$ cat src/rtl/id_stage_if.sv
// rtl/id_stage_if.sv - fetch-to-decode handshake: instruction in, stall/redirect back
interface id_stage_if;
    logic [31:0] i_next_pc;
    logic [31:0] i_instr;
    logic        o_stall;
    logic        o_redirect;
    logic [31:0] o_redirect_pc;

    // Fetch side drives the instruction stream and obeys stall/redirect
    modport master (
        output i_next_pc,
        output i_instr,
        input  o_stall,
        input  o_redirect,
        input  o_redirect_pc
    );

    // Decode side consumes the instruction stream and issues stall/redirect
    modport slave (
        input  i_next_pc,
        input  i_instr,
        output o_stall,
        output o_redirect,
        output o_redirect_pc
    );
endinterface

$ cat src/rtl/id_stage.sv
// rtl/id_stage.sv - instruction decode: IF/ID register, bypassed regfile, hazards, branch resolve
module id_stage #(
    parameter logic [31:0] NOP_INSTR = 32'h0000_0000
) (
    input  logic        clk,
    input  logic        reset,
    id_stage_if.slave   fetch,
    input  logic        i_wb_we,
    input  logic [4:0]  i_wb_addr,
    input  logic [31:0] i_wb_data,
    input  logic        i_ex_reg_write,
    input  logic        i_ex_mem_read,
    input  logic [4:0]  i_ex_dest,
    input  logic        i_mem_reg_write,
    input  logic [4:0]  i_mem_dest,
    output logic        o_valid,
    output logic [31:0] o_pc_plus4,
    output logic [31:0] o_rs_data,
    output logic [31:0] o_rt_data,
    output logic [31:0] o_imm_ext,
    output logic [4:0]  o_rs,
    output logic [4:0]  o_rt,
    output logic [4:0]  o_rd,
    output logic [5:0]  o_opcode,
    output logic [5:0]  o_funct
);
    localparam logic [5:0] OP_RTYPE = 6'h00;
    localparam logic [5:0] OP_J     = 6'h02;
    localparam logic [5:0] OP_JAL   = 6'h03;
    localparam logic [5:0] OP_BEQ   = 6'h04;
    localparam logic [5:0] OP_BNE   = 6'h05;
    localparam logic [5:0] OP_ANDI  = 6'h0C;
    localparam logic [5:0] OP_ORI   = 6'h0D;
    localparam logic [5:0] OP_XORI  = 6'h0E;
    localparam logic [5:0] OP_SW    = 6'h2B;

    logic [31:0] r_instr;
    logic [31:0] r_pc4;
    logic        r_valid;
    logic [31:0] regs [32];

    logic [5:0]  opcode;
    logic [4:0]  rs;
    logic [4:0]  rt;
    logic [15:0] imm;
    logic        uses_rt;
    logic        is_branch;
    logic        load_use;
    logic        br_haz;
    logic        stall;
    logic        taken;
    logic        redirect;
    logic [31:0] br_target;
    logic [31:0] j_target;
    logic [31:0] rs_val;
    logic [31:0] rt_val;

    // IF/ID pipeline register: stall holds, redirect flushes to a bubble, else advance
    always_ff @(posedge clk or negedge reset) begin
        if (!reset) begin
            r_instr <= NOP_INSTR;
            r_pc4   <= 32'd0;
            r_valid <= 1'b0;
        end else if (stall) begin
            r_instr <= r_instr;
            r_pc4   <= r_pc4;
            r_valid <= r_valid;
        end else if (redirect) begin
            r_instr <= NOP_INSTR;
            r_valid <= 1'b0;
        end else begin
            r_instr <= fetch.i_instr;
            r_pc4   <= fetch.i_next_pc;
            r_valid <= 1'b1;
        end
    end

    // Register file write port; r0 is never written so it always reads zero
    always_ff @(posedge clk or negedge reset) begin
        if (!reset) begin
            for (int i = 0; i < 32; i++) begin
                regs[i] <= 32'd0;
            end
        end else if (i_wb_we && (i_wb_addr != 5'd0)) begin
            regs[i_wb_addr] <= i_wb_data;
        end
    end

    assign opcode = r_instr[31:26];
    assign rs     = r_instr[25:21];
    assign rt     = r_instr[20:16];
    assign imm    = r_instr[15:0];

    // Register reads with write-through so a same-cycle write-back is seen
    always_comb begin
        rs_val = regs[rs];
        rt_val = regs[rt];
        if (rs == 5'd0) begin
            rs_val = 32'd0;
        end else if (i_wb_we && (i_wb_addr == rs)) begin
            rs_val = i_wb_data;
        end
        if (rt == 5'd0) begin
            rt_val = 32'd0;
        end else if (i_wb_we && (i_wb_addr == rt)) begin
            rt_val = i_wb_data;
        end
    end

    // Hazard detection: load-use against EX, branch operands against EX and MEM producers
    always_comb begin
        uses_rt   = (opcode == OP_RTYPE) || (opcode == OP_BEQ) ||
                    (opcode == OP_BNE) || (opcode == OP_SW);
        is_branch = (opcode == OP_BEQ) || (opcode == OP_BNE);
        load_use  = r_valid && i_ex_mem_read && (i_ex_dest != 5'd0) &&
                    ((i_ex_dest == rs) || (uses_rt && (i_ex_dest == rt)));
        br_haz    = r_valid && is_branch &&
                    ((i_ex_reg_write && (i_ex_dest != 5'd0) &&
                      ((i_ex_dest == rs) || (i_ex_dest == rt))) ||
                     (i_mem_reg_write && (i_mem_dest != 5'd0) &&
                      ((i_mem_dest == rs) || (i_mem_dest == rt))));
        stall     = reset && (load_use || br_haz);
    end

    // Branch/jump resolution; a stalled branch waits for its operands before redirecting
    always_comb begin
        br_target = r_pc4 + {{14{imm[15]}}, imm, 2'b00};
        j_target  = {r_pc4[31:28], r_instr[25:0], 2'b00};
        taken     = ((opcode == OP_BEQ) && (rs_val == rt_val)) ||
                    ((opcode == OP_BNE) && (rs_val != rt_val)) ||
                    (opcode == OP_J) || (opcode == OP_JAL);
        redirect  = reset && r_valid && !stall && taken;
        fetch.o_redirect_pc = 32'd0;
        if (redirect) begin
            fetch.o_redirect_pc = is_branch ? br_target : j_target;
        end
    end

    // Immediate extension: logical immediates are zero-extended, everything else signed
    always_comb begin
        if ((opcode == OP_ANDI) || (opcode == OP_ORI) || (opcode == OP_XORI)) begin
            o_imm_ext = {16'd0, imm};
        end else begin
            o_imm_ext = {{16{imm[15]}}, imm};
        end
    end

    assign fetch.o_stall    = stall;
    assign fetch.o_redirect = redirect;
    assign o_valid    = r_valid;
    assign o_pc_plus4 = r_pc4;
    assign o_rs_data  = rs_val;
    assign o_rt_data  = rt_val;
    assign o_rs       = rs;
    assign o_rt       = rt;
    assign o_rd       = r_instr[15:11];
    assign o_opcode   = opcode;
    assign o_funct    = r_instr[5:0];
endmodule

$ cat src/flat_wrapper.sv
// flat-port wrapper written by rule: the top's interface ports become plain ports
module id_stage_flat 
#(
    parameter logic [31:0] NOP_INSTR = 32'h0000_0000
)
  (clk, reset, i_wb_we, i_wb_addr, i_wb_data, i_ex_reg_write, i_ex_mem_read, i_ex_dest, i_mem_reg_write, i_mem_dest, o_valid, o_pc_plus4, o_rs_data, o_rt_data, o_imm_ext, o_rs, o_rt, o_rd, o_opcode, o_funct, fetch_i_next_pc, fetch_i_instr, fetch_o_stall, fetch_o_redirect, fetch_o_redirect_pc);
  id_stage_if fetch_i ();
  input  logic clk;
  input  logic reset;
  input  logic i_wb_we;
  input  logic [4:0] i_wb_addr;
  input  logic [31:0] i_wb_data;
  input  logic i_ex_reg_write;
  input  logic i_ex_mem_read;
  input  logic [4:0] i_ex_dest;
  input  logic i_mem_reg_write;
  input  logic [4:0] i_mem_dest;
  output logic o_valid;
  output logic [31:0] o_pc_plus4;
  output logic [31:0] o_rs_data;
  output logic [31:0] o_rt_data;
  output logic [31:0] o_imm_ext;
  output logic [4:0] o_rs;
  output logic [4:0] o_rt;
  output logic [4:0] o_rd;
  output logic [5:0] o_opcode;
  output logic [5:0] o_funct;
  input wire logic [$bits(fetch_i.i_next_pc)-1:0] fetch_i_next_pc;
  input wire logic [$bits(fetch_i.i_instr)-1:0] fetch_i_instr;
  output wire logic [$bits(fetch_i.o_stall)-1:0] fetch_o_stall;
  output wire logic [$bits(fetch_i.o_redirect)-1:0] fetch_o_redirect;
  output wire logic [$bits(fetch_i.o_redirect_pc)-1:0] fetch_o_redirect_pc;
  assign fetch_i.i_next_pc = fetch_i_next_pc;
  assign fetch_i.i_instr = fetch_i_instr;
  assign fetch_o_stall = fetch_i.o_stall;
  assign fetch_o_redirect = fetch_i.o_redirect;
  assign fetch_o_redirect_pc = fetch_i.o_redirect_pc;
  id_stage #(.NOP_INSTR(NOP_INSTR)) u_core (.clk(clk), .reset(reset), .fetch(fetch_i), .i_wb_we(i_wb_we), .i_wb_addr(i_wb_addr), .i_wb_data(i_wb_data), .i_ex_reg_write(i_ex_reg_write), .i_ex_mem_read(i_ex_mem_read), .i_ex_dest(i_ex_dest), .i_mem_reg_write(i_mem_reg_write), .i_mem_dest(i_mem_dest), .o_valid(o_valid), .o_pc_plus4(o_pc_plus4), .o_rs_data(o_rs_data), .o_rt_data(o_rt_data), .o_imm_ext(o_imm_ext), .o_rs(o_rs), .o_rt(o_rt), .o_rd(o_rd), .o_opcode(o_opcode), .o_funct(o_funct));
endmodule
$ cat config.mk
export PLATFORM = sky130hd
export DESIGN_NAME = id_stage_flat
export DESIGN_NICKNAME = d
export VERILOG_FILES = /design/src/rtl/id_stage_if.sv /design/src/rtl/id_stage.sv /design/src/flat_wrapper.sv
export SDC_FILE = /design/constraint.sdc
export NUM_CORES = 2
export LEC_CHECK = 0
export CORE_UTILIZATION = 47
export CTS_BUF_LIST = sky130_fd_sc_hd__clkbuf_4
export CTS_CLUSTER_DIAMETER = 100
export DETAILED_ROUTE_END_ITERATION = 16
export REMOVE_ABC_BUFFERS = 1
export SLEW_MARGIN = 25
export SYNTH_ARGS = -nofsm -noshare
export SYNTH_HDL_FRONTEND = slang
export SYNTH_SLANG_ARGS = --single-unit
$ cat constraint.sdc
create_clock -name clk -period 11.4 [get_ports clk]
set_input_delay 2.28 -clock clk [delete_from_list [all_inputs] [get_ports clk]]
set_output_delay 2.28 -clock clk [all_outputs]
set_load 0.1 [all_outputs]
==> impl_metrics.csv <==
group,metric,value,unit
logic_synthesis,synth_top_area_share,44.75,%
logic_synthesis,ys_top_cells_by_area,"dfrtp_1, mux2_2, mux4_2",
clock_tree,tritoncts,"built",
drt,vias,43710,
sta,rsz0062_at_grt,"false",
global_routing,grt_pass1_wl,323.7,mm
worst_setup_path,crit_path_start_kind,"primary input",
sta,max_freq,91.23,MHz
drt,drt_iter0_markers,4089,
clock_tree,clock_latency,1.34,ns
sta,maxSlewViolCount,0,
place,place.gp.congestion,0.9453,
drt,drt-vias-per-instance,6.489,
pwr,netSwitchingFraction,33.62,%
sta,slew_headroom,22.41,%
logic_synthesis,ys_types,76,
sta,whs,0.3810,ns
floorplan,num_rows,131,
logic_synthesis,synth-seq-cells,1089,
place,io_buffers,306,
worst_setup_path,critPathMaxFanout,35,
flow_run,cap_violations,0,
worst_setup_path,regToRegSetupSlack,4.44,ns
final_layout,final_nets,4930,
drt,dr.pass1.iters,6,
floorplan,core-area,128000,um^2
final_layout,drive_gt1_share,46.25,%
place,dpl_cell_area,65720,um^2
drt,drc,0,
clock_tree,clock-sinks,1089,
sta,layout_setup_ws,0.4383,ns
worst_hold_path,hold_class,"flip-flop to flip-flop",
worst_setup_path,endpoint,"fetch_o_redirect_pc[24]",
worst_setup_path,cp.arrival,8.68,ns
worst_setup_path,rr_worst_depth,15,
pwr,p_sw,0.004084,W
pwr,intPower,0.008063,W
floorplan,die-area,131000,um^2
logic_synthesis,synth_edf_count,0,
worst_setup_path,crit_path_end_kind,"primary output",
floorplan,die_y,362.0,um
clock_tree,clockBufferDepth,4,
floorplan,ioPinCount,307,
logic_synthesis,synth.most_common_cell,"dfrtp_1",
clock_tree,cts_max_level,5,
global_routing,grtUsageTotal,34.40,%
clock_tree,root_buffer,"clkbuf_4",
sta,fin_crit,10.96,ns
sta,hold_viol_final,0,
global_routing,grt_pass1_vias,44060,
logic_synthesis,async_flop_share,100.0,%
worst_setup_path,critPathKind,"primary input to primary output",
logic_synthesis,synth_top_cell_by_area,"dfrtp_1",
logic_synthesis,netlist_area,60900,um^2
place,place_ws,0.6533,ns
sta,skew,0.09147,ns
worst_setup_path,startpoint,"i_wb_addr[2]",
logic_synthesis,seq_area_frac_synth,44.75,%
pwr,clkPwrFrac,30.4,%
drt,wl_per_cell,33.12,um
logic_synthesis,syn_inst,4454,
logic_synthesis,synth_ff_type,"dfrtp_1",
final_layout,area_delta_synth_final,14.38,%
pwr,p_comb_share,27.5,%
run_status,status,"finished, final reports clean",
global_routing,grt_max_degree,157,
global_routing,overflow,0,
logic_synthesis,synth_commonest_cells,"dfrtp_1, mux2_2, mux4_2",
clock_tree,post_cts.repair.setup_buffers,0,
worst_setup_path,r2r-start,"u_core.r_instr[24]$_DFFE_PN0N_",
logic_synthesis,post_synth.cell_area_avg,13.67,um^2
final_layout,design_area,69660,um^2
sta,setup_viol,0,
sta,tightestPinTransition,1.161,ns
floorplan,die_w,362.0,um
pwr,p_leak,30.49,nW
drt,wirelength,223.1,mm
final_layout,fillers,10880,
clock_tree,cts_resized,0,
clock_tree,clkTransAtPathRegs,0.06,ns
floorplan,start_util,47.57,%
sta,timing.final.crit_share,96.15,%
clock_tree,cts_buffers,324,
clock_tree,hold_buffers,0,
pwr,pwr-share-seq,42.1,%
place,dpl.hpwl,142.1,mm
pwr,ir_drop,0.1204,mV
drt,antenna_left,0,
worst_setup_path,required,9.12,ns
worst_setup_path,worstReg2RegEnd,"u_core.o_pc_plus4[0]$_DFFE_PN0P_",
logic_synthesis,synth_warnings,0,
pwr,power_density,174.4,nW/um^2
global_routing,grt_antenna_before_repair,7,
## registers in the layout (all words and copies together), names as in the netlist
register / flops
u_core.o_valid: 1
u_core.regs: 1024
u_core.o_pc_plus4: 32
u_core.r_instr: 32
## cell usage in the layout, fill, tap and decap left out, drive strengths merged, types with 12 or more instances in the layout
master / instances
nand2b: 19
clkbuf: 480
dfrtp: 1089
nand3b: 12
mux4: 454
xor2: 31
ha: 29
nor2: 113
nor2b: 21
xnor2: 35
o22ai: 86
a22o: 15
diode: 12
nand3: 36
a221oi: 13
mux2: 1042
nor4: 27
mux2i: 207
buf: 253
o21ai: 90
and2: 42
a211oi: 13
nand2: 212
a21oi: 75
clkinv: 56
inv: 32
nor3: 34
clkdlybuf4s50: 226
a32oi: 12
a22oi: 87
## per-stage QoR
stage          power, W  utilization (%)  instances  TNS [ns]
2_1_floorplan  0.007508                -       3978  -1471.43
3_3_place_gp   0.008399            51.29       6182         0
3_5_place_dp   0.008467            51.34       6185         0
4_1_cts         0.01218            54.37       6723         0
5_1_grt         0.01269            54.41       6734         0
6_report        0.01215            54.42       6736         0
## cells by family after synthesis
logic type               Yosys count  synth area share, %
buffers and inverters            508                4.119
AND/OR/NAND/NOR                  572                4.563
flip-flops                      1089                44.75
adder cells (fa/ha/maj)           30               0.6287
XOR/XNOR                          66               0.9492
AO/OA/AOI/OAI                    486                5.350
multiplexers                    1703                39.64
## worst max-delay path: stages
cell and delay (ns):
clkdlybuf4s50_1 0.83, inv_1 0.19, a222oi_1 0.39, and3_1 0.49, buf_4 0.33, nor2_1 0.21, a32oi_1 0.44, inv_1 0.20
nor3_1 0.22, a31oi_1 0.06, a2111o_1 0.36, nor4b_2 0.68, mux2_2 0.38, or2_2 0.50, buf_4 0.43, a21boi_0 0.42
buf_12 0.23
## power groups by stage
stage          Clock [W]  Combinational [W]  Sequential [W]
2_1_floorplan          0            0.00233         0.00517
3_3_place_gp           0            0.00328         0.00512
3_5_place_dp           0            0.00331         0.00515
4_1_cts          0.00378            0.00332         0.00508
5_1_grt          0.00398            0.00351         0.00520
6_report         0.00370            0.00334         0.00511
## worst min-delay path by stage
stage                                  start                             to  slack, ns  cells past startpoint
3_5_place_dp   u_core.regs[1022]$_DFFE_PN0P_  u_core.regs[1022]$_DFFE_PN0P_       0.36                      0
5_1_grt        u_core.regs[1022]$_DFFE_PN0P_  u_core.regs[1022]$_DFFE_PN0P_       0.40                      0
2_1_floorplan  u_core.regs[1022]$_DFFE_PN0P_  u_core.regs[1022]$_DFFE_PN0P_       0.35                      0
4_1_cts        u_core.regs[1022]$_DFFE_PN0P_  u_core.regs[1022]$_DFFE_PN0P_       0.38                      0
6_report       u_core.regs[1022]$_DFFE_PN0P_  u_core.regs[1022]$_DFFE_PN0P_       0.38                      0
3_3_place_gp   u_core.regs[1022]$_DFFE_PN0P_  u_core.regs[1022]$_DFFE_PN0P_       0.36                      0
## final cells by class
type | count | area, um^2 | area share (%)
diodes | 12 | 30.03 | 0.04311
multi-input cells | 2857 | 31360 | 45.02
repair buffers | 479 | 4830 | 6.933
clock inverters | 58 | 271.5 | 0.3898
flip-flops and latches | 1089 | 27280 | 39.16
well taps | 1729 | 2163 | 3.106
inverters | 32 | 122.6 | 0.1760
clock buffers | 480 | 3603 | 5.173
## routing by layer
metal | wire length, um | GRT usage, % | vias up
li1 | - | - | 17780
met1 | 88660 | 45.17 | 23140
met2 | 100500 | 51.46 | 2233
met3 | 21490 | 10.15 | 555
met4 | 12490 | 18.34 | 2
met5 | 7 | 0.1110 | -
No activity file was read; power rests on OpenSTA's default activity.
